## src/rtl/crc4fsk_pkg.sv

```systemverilog
// Shared constants and state encoding for the CRC/4FSK transmit frame path.
package crc4fsk_pkg;

    localparam logic [7:0]  CRC_POLY      = 8'h07;
    localparam logic [7:0]  CRC_INIT      = 8'h00;
    localparam int unsigned SYMS_PER_BYTE = 4;

    typedef enum logic [2:0] {
        IDLE,
        LOAD,
        SEND,
        CRC,
        DONE
    } state_t;

endpackage

```

## src/rtl/crc8_byte_update.sv

```systemverilog
// One-byte CRC-8 step (MSB-first, no reflection), shared by the TX sequencer and RX checker.
module crc8_byte_update
    import crc4fsk_pkg::*;
(
    input  logic [7:0] crc_in,
    input  logic [7:0] data,
    output logic [7:0] crc_out
);

    logic [7:0] w_crc;

    always_comb begin
        w_crc = crc_in ^ data;
        for (int unsigned i = 0; i < 8; i++) begin
            w_crc = w_crc[7] ? ((w_crc << 1) ^ CRC_POLY) : (w_crc << 1);
        end
        crc_out = w_crc;
    end

endmodule

```

## src/rtl/crc4fsk_frame_ctrl.sv

```systemverilog
// Frame sequencer: pulls payload bytes, emits each as four held 2-bit symbols,
// then appends the running CRC-8 as the final four symbols.
module crc4fsk_frame_ctrl
    import crc4fsk_pkg::*;
#(
    parameter int unsigned PAYLOAD_BYTES = 4,
    parameter int unsigned SYM_CYCLES    = 4
) (
    input  logic       sys_clk,
    input  logic       reset,
    input  logic       start,
    input  logic       abort,
    input  logic [7:0] in_data,
    input  logic       in_valid,
    output logic       in_ready,
    output logic [1:0] sym_out,
    output logic       sym_valid,
    output logic       sym_strobe,
    output logic       busy,
    output logic       done,
    output logic [7:0] crc_out
);

    localparam int unsigned BW = $clog2(PAYLOAD_BYTES) + 1;
    localparam int unsigned HW = $clog2(SYM_CYCLES) + 1;
    localparam logic [BW-1:0] BYTE_LAST = BW'(PAYLOAD_BYTES - 1);
    localparam logic [HW-1:0] HOLD_LAST = HW'(SYM_CYCLES - 1);
    localparam logic [1:0]    SYM_LAST  = 2'(SYMS_PER_BYTE - 1);

    state_t          r_state;
    state_t          w_next;
    logic [7:0]      r_crc;
    logic [7:0]      r_crc_out;
    logic [7:0]      r_shreg;
    logic [BW-1:0]   r_byte_cnt;
    logic [HW-1:0]   r_hold_cnt;
    logic [1:0]      r_sym_idx;
    logic [7:0]      w_crc_next;
    logic            w_live;
    logic            w_sym_last;
    logic            w_byte_end;

    crc8_byte_update u_crc (
        .crc_in  (r_crc),
        .data    (in_data),
        .crc_out (w_crc_next)
    );

    always_ff @(posedge sys_clk or negedge reset) begin
        if (!reset) begin
            r_state <= IDLE;
        end else begin
            r_state <= w_next;
        end
    end

    always_comb begin
        w_live     = (r_state == SEND) || (r_state == CRC);
        w_sym_last = (r_hold_cnt == HOLD_LAST);
        w_byte_end = w_sym_last && (r_sym_idx == SYM_LAST);
        w_next     = r_state;
        in_ready   = 1'b0;
        sym_valid  = w_live;
        sym_out    = w_live ? r_shreg[7:6] : 2'b00;
        sym_strobe = w_live && (r_hold_cnt == '0);
        busy       = (r_state != IDLE);
        done       = (r_state == DONE);
        crc_out    = r_crc_out;

        case (r_state)
            IDLE: if (start) w_next = LOAD;
            LOAD: begin
                in_ready = !abort;
                if (in_valid) w_next = SEND;
            end
            SEND: if (w_byte_end) w_next = (r_byte_cnt == BYTE_LAST) ? CRC : LOAD;
            CRC:  if (w_byte_end) w_next = DONE;
            DONE: w_next = IDLE;
            default: w_next = IDLE;
        endcase

        // abort outranks every transition, including start and a byte accept
        if (abort) w_next = IDLE;
    end

    always_ff @(posedge sys_clk or negedge reset) begin
        if (!reset) begin
            r_crc      <= '0;
            r_crc_out  <= '0;
            r_shreg    <= '0;
            r_byte_cnt <= '0;
            r_hold_cnt <= '0;
            r_sym_idx  <= '0;
        end else if (!abort) begin
            case (r_state)
                IDLE: begin
                    if (start) begin
                        r_crc      <= CRC_INIT;
                        r_byte_cnt <= '0;
                    end
                end
                LOAD: begin
                    if (in_valid) begin
                        r_shreg    <= in_data;
                        r_crc      <= w_crc_next;
                        r_hold_cnt <= '0;
                        r_sym_idx  <= '0;
                    end
                end
                SEND, CRC: begin
                    if (w_sym_last) begin
                        r_hold_cnt <= '0;
                        r_shreg    <= r_shreg << 2;
                        r_sym_idx  <= r_sym_idx + 2'd1;
                    end else begin
                        r_hold_cnt <= r_hold_cnt + HW'(1);
                    end
                    if (w_byte_end) begin
                        if (r_state == CRC) begin
                            r_crc_out <= r_crc;
                        end else if (r_byte_cnt == BYTE_LAST) begin
                            r_shreg <= r_crc;
                        end else begin
                            r_byte_cnt <= r_byte_cnt + BW'(1);
                        end
                    end
                end
                default: ;
            endcase
        end
    end

endmodule
```

## config.mk

```make
export PLATFORM = sky130hd
export DESIGN_NAME = crc4fsk_frame_ctrl
export DESIGN_NICKNAME = d
export VERILOG_FILES = /design/src/rtl/crc4fsk_pkg.sv /design/src/rtl/crc8_byte_update.sv /design/src/rtl/crc4fsk_frame_ctrl.sv
export SDC_FILE = /design/constraint.sdc
export NUM_CORES = 1
export LEC_CHECK = 0
export CORE_MARGIN = 2
export CORE_UTILIZATION = 50
export CTS_BUF_LIST = sky130_fd_sc_hd__clkbuf_16
export CTS_CLUSTER_SIZE = 16
export DETAILED_ROUTE_END_ITERATION = 8
export DONT_BUFFER_PORTS = 1
export SETUP_SLACK_MARGIN = 0.2
export SYNTH_ARGS = -nofsm -noshare
export SYNTH_HDL_FRONTEND = slang
export SYNTH_SLANG_ARGS = --single-unit
```

## constraint.sdc

```tcl
create_clock -name sys_clk -period 2.1 [get_ports sys_clk]
set_input_delay 0.315 -clock sys_clk [delete_from_list [all_inputs] [get_ports sys_clk]]
set_output_delay 0.315 -clock sys_clk [all_outputs]
set_load 0.02 [all_outputs]
```

; ---- Word-level counts from Yosys, hierarchy flattened
; Cells that the tools add are included.
[totals]
elab_cells = 91
reg_bits = 35
in_bits = 13
[op_classes]
muxes = 37
bitwise_logic = 10
eq_ne = 17
reduce_logical = 17
n_addsub = 3
[op_table]
columns = operator, n
row1 = two-way mux 3 bit, 19
row2 = two-way mux 8 bit, 7
row3 = case mux 8 bit (2 select lines), 2
row4 = inverter 3 bit, 8
row5 = AND reduction 4 bit, 4
row6 = "== test 3 x 2 -> 1 bit, second input constant", 4
row7 = "inequality test 2 bit, second input constant", 6
row8 = "inequality test 3 bit, second input constant", 4
row9 = case mux 3 bit (2 select lines), 2
row10 = case mux 3 bit (4 select lines), 1
row11 = two-way mux 2 bit, 4
row12 = XOR 8 bit, 1
row13 = "adder 3 x 1 -> 3 bit, second input constant", 2
row14 = zero test 3 bit, 2
row15 = AND reduction 6 bit, 1
row16 = nonzero test 2 bit, 3
row17 = case mux 2 bit (2 select lines), 1
row18 = "== test 3 x 1 -> 1 bit, second input constant", 1
row19 = "== test 3 bit, second input constant", 1
row20 = AND reduction 3 bit, 1
row21 = nonzero test 3 bit, 1
row22 = "adder 2 x 1 -> 2 bit, second input constant", 1
row23 = "== test 2 bit, second input constant", 1
row24 = logical AND 1 bit, 2
row25 = 5 further kinds, 5

; ---- Logic depth before layout (Yosys ltp)
; Gate-level depths: netlist of run 1.
[logic_depth]
depth_word = 19
depth_mapped = 7
ltp_nobuf = 6

; ---- Hierarchy
; Synthesis of run 1 repeated with hierarchy kept, for this count alone.
[hier_totals]
hier_cells = 204
hier_area_um2 = 2119.5
[modules_own_cells]
columns = mod, area_per_inst_um2, cells_each, instances
row1 = crc4fsk_frame_ctrl, 1906.8, 184, 1
row2 = crc8_byte_update, 212.7, 20, 1

; ---- Worst setup path before layout of run 1
; OpenSTA, ideal clock, no wires.
[synth_path]
path_type = reg2out
from = register r_state[2]
to = output port sym_strobe
setup_slack_ns = 0.358
t_required_ns = 1.785
stages_incl_launch_ff = 5
arrival_ns = 1.427
path_buffers = 2
path_cell_list = dfrtp_1 > nand2b_1 > clkbuf_2 > clkbuf_1 > nor3b_1
[synth_between]
elab_chain_len = 3
word_cells_on_any_way = 4
cone_classes = eq/ne (2) / reduce/logical (2)
[synth_lines]
columns = element, line_no
row1 = start: declaration, crc4fsk_frame_ctrl.sv:30  ; state_t r_state;
row2 = start signal: assignment, crc4fsk_frame_ctrl.sv:53  ; r_state <= w_next;
row3 = == test 3 x 2 -> 1 bit, crc4fsk_frame_ctrl.sv:58  ; w_live = (r_state == SEND) || (r_state == CRC);
row4 = logical OR 1 bit (*), crc4fsk_frame_ctrl.sv:58
row5 = logical AND 1 bit (*), crc4fsk_frame_ctrl.sv:65  ; sym_strobe = w_live && (r_hold_cnt == '0);
row6 = end: declaration, crc4fsk_frame_ctrl.sv:18  ; output logic sym_strobe,
; Mark *: on every way between the ends. The rest lies on a longest branch, timed or not.

; ---- Final worst setup path of run 1
[layout_path]
from = register r_state[2]
to = output port sym_out[0]
[layout_between]
elab_chain_len = 3
word_cells_on_any_way = 4
cone_classes = eq/ne (2) / mux (1) / reduce/logical (1)
[layout_lines]
columns = element, line_no
row1 = == test 3 x 2 -> 1 bit, crc4fsk_frame_ctrl.sv:58
row2 = logical OR 1 bit (*), crc4fsk_frame_ctrl.sv:58
row3 = two-way mux 2 bit (*), crc4fsk_frame_ctrl.sv:64  ; sym_out = w_live ? r_shreg[7:6] : 2'b00;
row4 = end: declaration, crc4fsk_frame_ctrl.sv:16  ; output logic [1:0] sym_out,
; Marks and branches as above.

==> results.sh, run 1 <==
export IMPL_syn_area_mm2=0.00219
export IMPL_place_gp_congestion=0.801
export IMPL_ys_top_cells_by_area="dfrtp_1 40%, xnor3_1 6.2%, mux2_2 5.7%"
export IMPL_finalMaxSlewViolations=0
export IMPL_synthCells=212
export IMPL_powerDensity_mw_per_mm2=991
export IMPL_antenna_left=0
export IMPL_finClkSkew_ns=0.00367
export IMPL_cp_arrival_ns=1.50
export IMPL_yosysSeqAreaShare_pct=40.0
export IMPL_crit_type="reg -> out"
export IMPL_reg2reg_depth=5
export IMPL_pin_count=28
export IMPL_pre_cts_ws_ns=0.209
export IMPL_worstMarginPinSlew_ns=0.399
export IMPL_p_int_mw=1.68
export IMPL_die_y_um=70.2
export IMPL_rsz0062_at_grt="false"
export IMPL_die_area_mm2=0.00492
export IMPL_r2r_end="r_byte_cnt[2]"
export IMPL_wl_mm=4.73
export IMPL_async_flop_share_pct=100
export IMPL_grtUsageTotal_pct=20.3
export IMPL_drtIter0Drc=81
export IMPL_cts_htree_levels=2
export IMPL_nFillCells=368
export IMPL_numPortBuffers=0
export IMPL_synth_distinct_cells=44
export IMPL_period_minus_slack_ns=1.82
export IMPL_wl_per_cell_um=17.4
export IMPL_status="completed"
export IMPL_hold_viol=0
export IMPL_timing_setup_tns_ns=0
export IMPL_required_ns=1.78
export IMPL_synthToLayoutAreaGrowth_pct=12.4
export IMPL_pwr_share_seq_pct=39.8
export IMPL_die_x_um=70.2
export IMPL_coreArea_mm2=0.00429
export IMPL_max_slew_margin_rel_pct=73.3
export IMPL_hold_path_end="r_shreg[5]"
export IMPL_synth_nets=230
export IMPL_grt_pass1_vias=1585
export IMPL_grt_max_degree=36
export IMPL_hp_class="in -> reg"
export IMPL_r2r_slack_ns=0.32
export IMPL_synth_ff_type="dfrtp_1"
export IMPL_drtPass1Iterations=4
export IMPL_clkSinkCount=35
export IMPL_cts_root_buf="clkbuf_16"
export IMPL_vias=1568
export IMPL_cts_made_buffers=5
export IMPL_irDropWorstVdd_mv=0.602
export IMPL_hold_ws_ns=0.188
export IMPL_cts_tree="done"
export IMPL_yosysMostFrequentCell="dfrtp_1"
export IMPL_syn_area_per_cell_um2=10.3
export IMPL_r2r_start="r_hold_cnt[0]"
export IMPL_cp_max_fo=11
export IMPL_min_from="in_data[5]"
export IMPL_clkPwrFrac_pct=28.3
export IMPL_grt_pass1_wl_mm=7.76
export IMPL_cp_end_kind="primary output"
export IMPL_leakagePower_nw=1.17
export IMPL_start_util_pct=51.0
export IMPL_synth_top_area_share_pct=40.0
export IMPL_drive_above_1_share_pct=18.2
export IMPL_finalCritPeriodShare_pct=86.6
export IMPL_power_frac_comb_pct=31.9
export IMPL_hold_depth=2
export IMPL_drc=0
export IMPL_via_per_inst=5.76
export IMPL_yosys_warnings=0
export IMPL_clk_pin_slew_worst_paths_ns=0.05
export IMPL_nNetsFinal=237
export IMPL_setup_worst_path_start_class="flip-flop"
export IMPL_fmax_mhz=550
export IMPL_synth_area_leader_cell="dfrtp_1"
export IMPL_power_net_switching_mw=0.761
export IMPL_antenna_found_initial=0
export IMPL_diodes=0
export IMPL_cap_violations=0
export IMPL_layout_setup_ws_ns=0.281
export IMPL_synth_edf_count=0
export IMPL_rows=24
export IMPL_swShare_pct=31.2
export IMPL_grt_overflow=0
export IMPL_insertion_delay_ns=0.28
export IMPL_dp_hpwl_mm=3.46
export IMPL_synthTopCellsByCount="35 x dfrtp_1, 16 x nor2_1, 14 x nand2_1, 13 x inv_1, 11 x mux2_2"
export IMPL_ys_seq_elements=35
export IMPL_clock_path_buffers=2
export IMPL_setup_viol=0
flip-flops by register name, indices dropped and copies added (netlist names):
signal and flops:
r_state 3, crc_out 8, r_sym_idx 2, r_byte_cnt 3, r_hold_cnt 3, r_shreg 8
r_crc 8
placed cells by master (no fill, tap or decap), types with 2 or more instances in the layout:
| cell | count |
|---|---|
| dfrtp_1 | 35 |
| nor2_1 | 16 |
| inv_1 | 14 |
| nand2_1 | 14 |
| mux2_2 | 11 |
| buf_4 | 10 |
| mux2i_1 | 9 |
| a31oi_1 | 9 |
| xnor2_1 | 9 |
| o21ai_0 | 8 |
| or3_1 | 7 |
| a21oi_1 | 6 |
| xnor3_1 | 6 |
| o31ai_1 | 5 |
| a21o_1 | 5 |
| nor2b_1 | 5 |
| clkbuf_16 | 5 |
| o21ai_1 | 4 |
| ha_1 | 4 |
| nor3b_1 | 3 |
| and3_1 | 3 |
| nor3_1 | 2 |
| o2bb2ai_1 | 2 |
| xnor2_2 | 2 |
stage by stage:
step                      utilization [%]  power [mW]  area (um^2)  instances
final                                57.3        2.44         2460        272
after detailed placement             52.9        1.74         2270        262
after floorplan                         -        1.60         2190        212
after global placement               52.9        1.70         2270        262
after global routing                 57.3        2.60         2460        272
after CTS                            56.8        2.46         2440        272
power groups by stage:
stage,Sequential [mW],Clock (mW),Combinational (mW)
floorplan,0.924,0,0.673
global placement,0.970,0,0.732
detailed placement,0.982,0,0.753
CTS,0.971,0.705,0.779
global route,0.997,0.738,0.862
finish,0.970,0.691,0.777
how the worst max path moves through the flow:
stage                    start         end  slack (ns)  depth (start not counted)
floorplan           r_state[2]  sym_strobe        0.36                          4
global placement    r_state[2]  crc_out[1]        0.28                          4
detailed placement  r_state[2]  crc_out[4]        0.21                          4
CTS                 r_state[2]  sym_out[1]        0.19                          3
global route        r_state[2]  sym_out[0]        0.20                          3
finish              r_state[2]  sym_out[0]        0.28                          3
logic make-up after synthesis:
family                     Yosys count  synth area share [%]
muxes                               20                  9.77
adders and majority gates            5                  2.86
AOI/OAI and AO/OA                   45                  13.3
DFF                                 35                  40.0
and+or+nand+nor                     62                  15.2
buffers and inverters               25                  4.91
xor gates and xnor gates            20                  14.0
layout make-up:
type | instances | area [um^2] | share of cell area (%)
multi-input cells | 152 | 1230 | 49.9
flip-flops and latches | 35 | 876 | 35.6
clock buffers | 5 | 125 | 5.08
repair buffers | 12 | 105 | 4.27
well taps | 52 | 65.1 | 2.64
inverters | 13 | 48.8 | 1.98
clock inverters | 3 | 12.5 | 0.508
metal layers:
metal	vias up	track usage [%]	share of wire (%)
met5	-	0	0
met4	0	4.27	0.17
met3	2	6.78	4.6
met2	31	32.6	49
met1	774	27.0	46
li1	761	-	-
critical path, cell delays in order (launching register included):
cell and delay [ns]:
dfrtp_1 0.45, nand2b_2 0.30, inv_2 0.21, and2_1 0.27
what timing repair did:
action,4_1_cts,5_1_grt
hold buffers,2,0
buffers inserted,0,0
endpoints found under the setup margin,3,15
gates resized for setup,1,7
hold endpoints to repair,35,0
Note: power is estimated with default switching activity, not from simulation.
==> run 2: changes to the inputs <==
Settings changed: CORE_MARGIN 2 to 8, CTS_CLUSTER_DIAMETER from default to 30.
Clock period 2.1 ns to 2 ns, I/O delays scaled along.
==> results.sh, run 2 (synthesis results as in run 1) <==
export IMPL_clkPwrFrac_pct=27.6
export IMPL_finClkSkew_ns=0.00361
export IMPL_nFillCells=360
export IMPL_start_util_pct=51.0
export IMPL_setup_viol=0
export IMPL_cp_max_fo=7
export IMPL_finalMaxSlewViolations=0
export IMPL_dp_hpwl_mm=3.53
export IMPL_worstMarginPinSlew_ns=0.390
export IMPL_die_y_um=82.2
export IMPL_rows=24
export IMPL_clock_path_buffers=2
export IMPL_timing_setup_tns_ns=0
export IMPL_r2r_slack_ns=0.27
export IMPL_hold_viol=0
export IMPL_grt_overflow=0
export IMPL_final_cell_mix="34 x dfrtp_1, 16 x nor2_1, 16 x buf_4, 14 x nand2_1, 11 x inv_1"
export IMPL_coreArea_mm2=0.00429
export IMPL_cts_made_buffers=5
export IMPL_clk_pin_slew_worst_paths_ns=0.05
export IMPL_leakagePower_nw=1.21
export IMPL_power_frac_comb_pct=32.6
export IMPL_fmax_mhz=578
export IMPL_powerDensity_mw_per_mm2=1010
export IMPL_cp_arrival_ns=1.92
export IMPL_p_int_mw=1.78
export IMPL_setup_worst_path_start_class="flip-flop"
export IMPL_swShare_pct=30.8
export IMPL_fin_area_mm2=0.00254
export IMPL_nNetsFinal=244
export IMPL_drc=0
export IMPL_vias=1567
export IMPL_irDropWorstVdd_mv=0.596
export IMPL_crit_type="reg -> reg"
export IMPL_wl_mm=4.89
export IMPL_grt_pass1_wl_mm=7.82
export IMPL_synthToLayoutAreaGrowth_pct=16.2
export IMPL_clkSinkCount=35
export IMPL_place_gp_congestion=0.854
export IMPL_antenna_found_initial=0
export IMPL_diodes=0
export IMPL_die_x_um=82.2
export IMPL_period_minus_slack_ns=1.73
export IMPL_antenna_left=0
export IMPL_cp_end_kind="flip-flop"
export IMPL_via_per_inst=5.64
export IMPL_drtPass1Iterations=4
export IMPL_die_area_mm2=0.00675
export IMPL_pin_count=28
export IMPL_required_ns=2.19
export IMPL_wl_per_cell_um=17.6
export IMPL_drive_above_1_share_pct=23.0
export IMPL_grtUsageTotal_pct=15.1
export IMPL_pwr_share_seq_pct=39.7
export IMPL_placedInstanceArea_mm2=0.00227
export IMPL_reg2reg_depth=6
export IMPL_max_slew_margin_rel_pct=73.9
export IMPL_cap_violations=0
export IMPL_grt_max_degree=36
export IMPL_numPortBuffers=0
export IMPL_insertion_delay_ns=0.27
export IMPL_grt_pass1_vias=1601
export IMPL_cts_htree_levels=2
export IMPL_final_common_cell="dfrtp_1"
export IMPL_finalCritPeriodShare_pct=86.5
export IMPL_hp_class="in -> reg"
export IMPL_cts_root_buf="clkbuf_16"
export IMPL_cts_tree="done"
export IMPL_power_net_switching_mw=0.792
export IMPL_status="completed"
export IMPL_drtIter0Drc=91
export IMPL_rsz0062_at_grt="true"
export IMPL_hold_depth=2
## run 2: worst max-delay path, cell delays in order, from the launching register on
cell and delay, ns:
dfrtp_1 0.38, ha_1 0.17, ha_2 0.22, nand4b_4 0.16, or2_4 0.30, a211o_1 0.26
a31oi_1 0.16
## run 2: area by class of cell
class,count,area (um^2),area share [%]
tap,52,65.1,2.56
inverter,13,52.6,2.06
clock buffer,5,125,4.92
sequential,35,877,34.5
multi-input combinational,152,1250,49.3
timing repair buffer,19,161,6.34
clock inverter,2,8.76,0.344
## run 2: metrics by stage
| stage | std cells | power (mW) | util [%] | hold slack (ns) | setup slack, ns |
|---|---|---|---|---|---|
| final | 278 | 2.57 | 59.3 | 0.178 | 0.269 |
| after floorplan | 212 | 1.68 | - | 0.00441 | 0.273 |
| after global placement | 262 | 1.79 | 52.9 | 0.00597 | 0.229 |
| after global routing | 278 | 2.73 | 59.3 | 0.181 | 0.183 |
| after detailed placement | 262 | 1.82 | 52.9 | 0.00606 | 0.149 |
| after CTS | 273 | 2.57 | 57.3 | 0.174 | 0.217 |
## run 2: timing repair
| item | 4_1_cts | 5_1_grt |
|---|---|---|
| gates resized for setup | 5 | 12 |
| endpoints found under the setup margin | 6 | 15 |
| pin swaps | 0 | 1 |
| setup buffers | 2 | 5 |
| hold endpoints to repair | 35 | 0 |
| hold buffers | 2 | 0 |
## run 2: worst paths after layout
path	start	endpoint
max reg2reg	r_byte_cnt[0]	r_shreg[3]
min	in_data[5]	r_shreg[5]
max	r_byte_cnt[0]	r_shreg[3]
min in group asynchronous	reset	r_hold_cnt[0]
max in group asynchronous	reset	r_state[2]
min reg2reg	r_shreg[0]	r_shreg[0]
## run 2: per-layer routing
metal  track usage (%)  up-vias  part of all wire, %
li1                  -      766                    -
met1              18.8      758                   45
met2              23.3       35                   47
met3              4.87        8                  6.4
met4              6.84        0                  1.6
met5                 0        -                    0
## run 2: power by group through the flow
stage / registers, mW / logic (mW) / clock network [mW]
2_1_floorplan: 0.970 / 0.707 / 0
3_3_place_gp: 1.02 / 0.766 / 0
6_report: 1.02 / 0.839 / 0.710
5_1_grt: 1.05 / 0.925 / 0.757
3_5_place_dp: 1.03 / 0.789 / 0
4_1_cts: 1.02 / 0.821 / 0.723
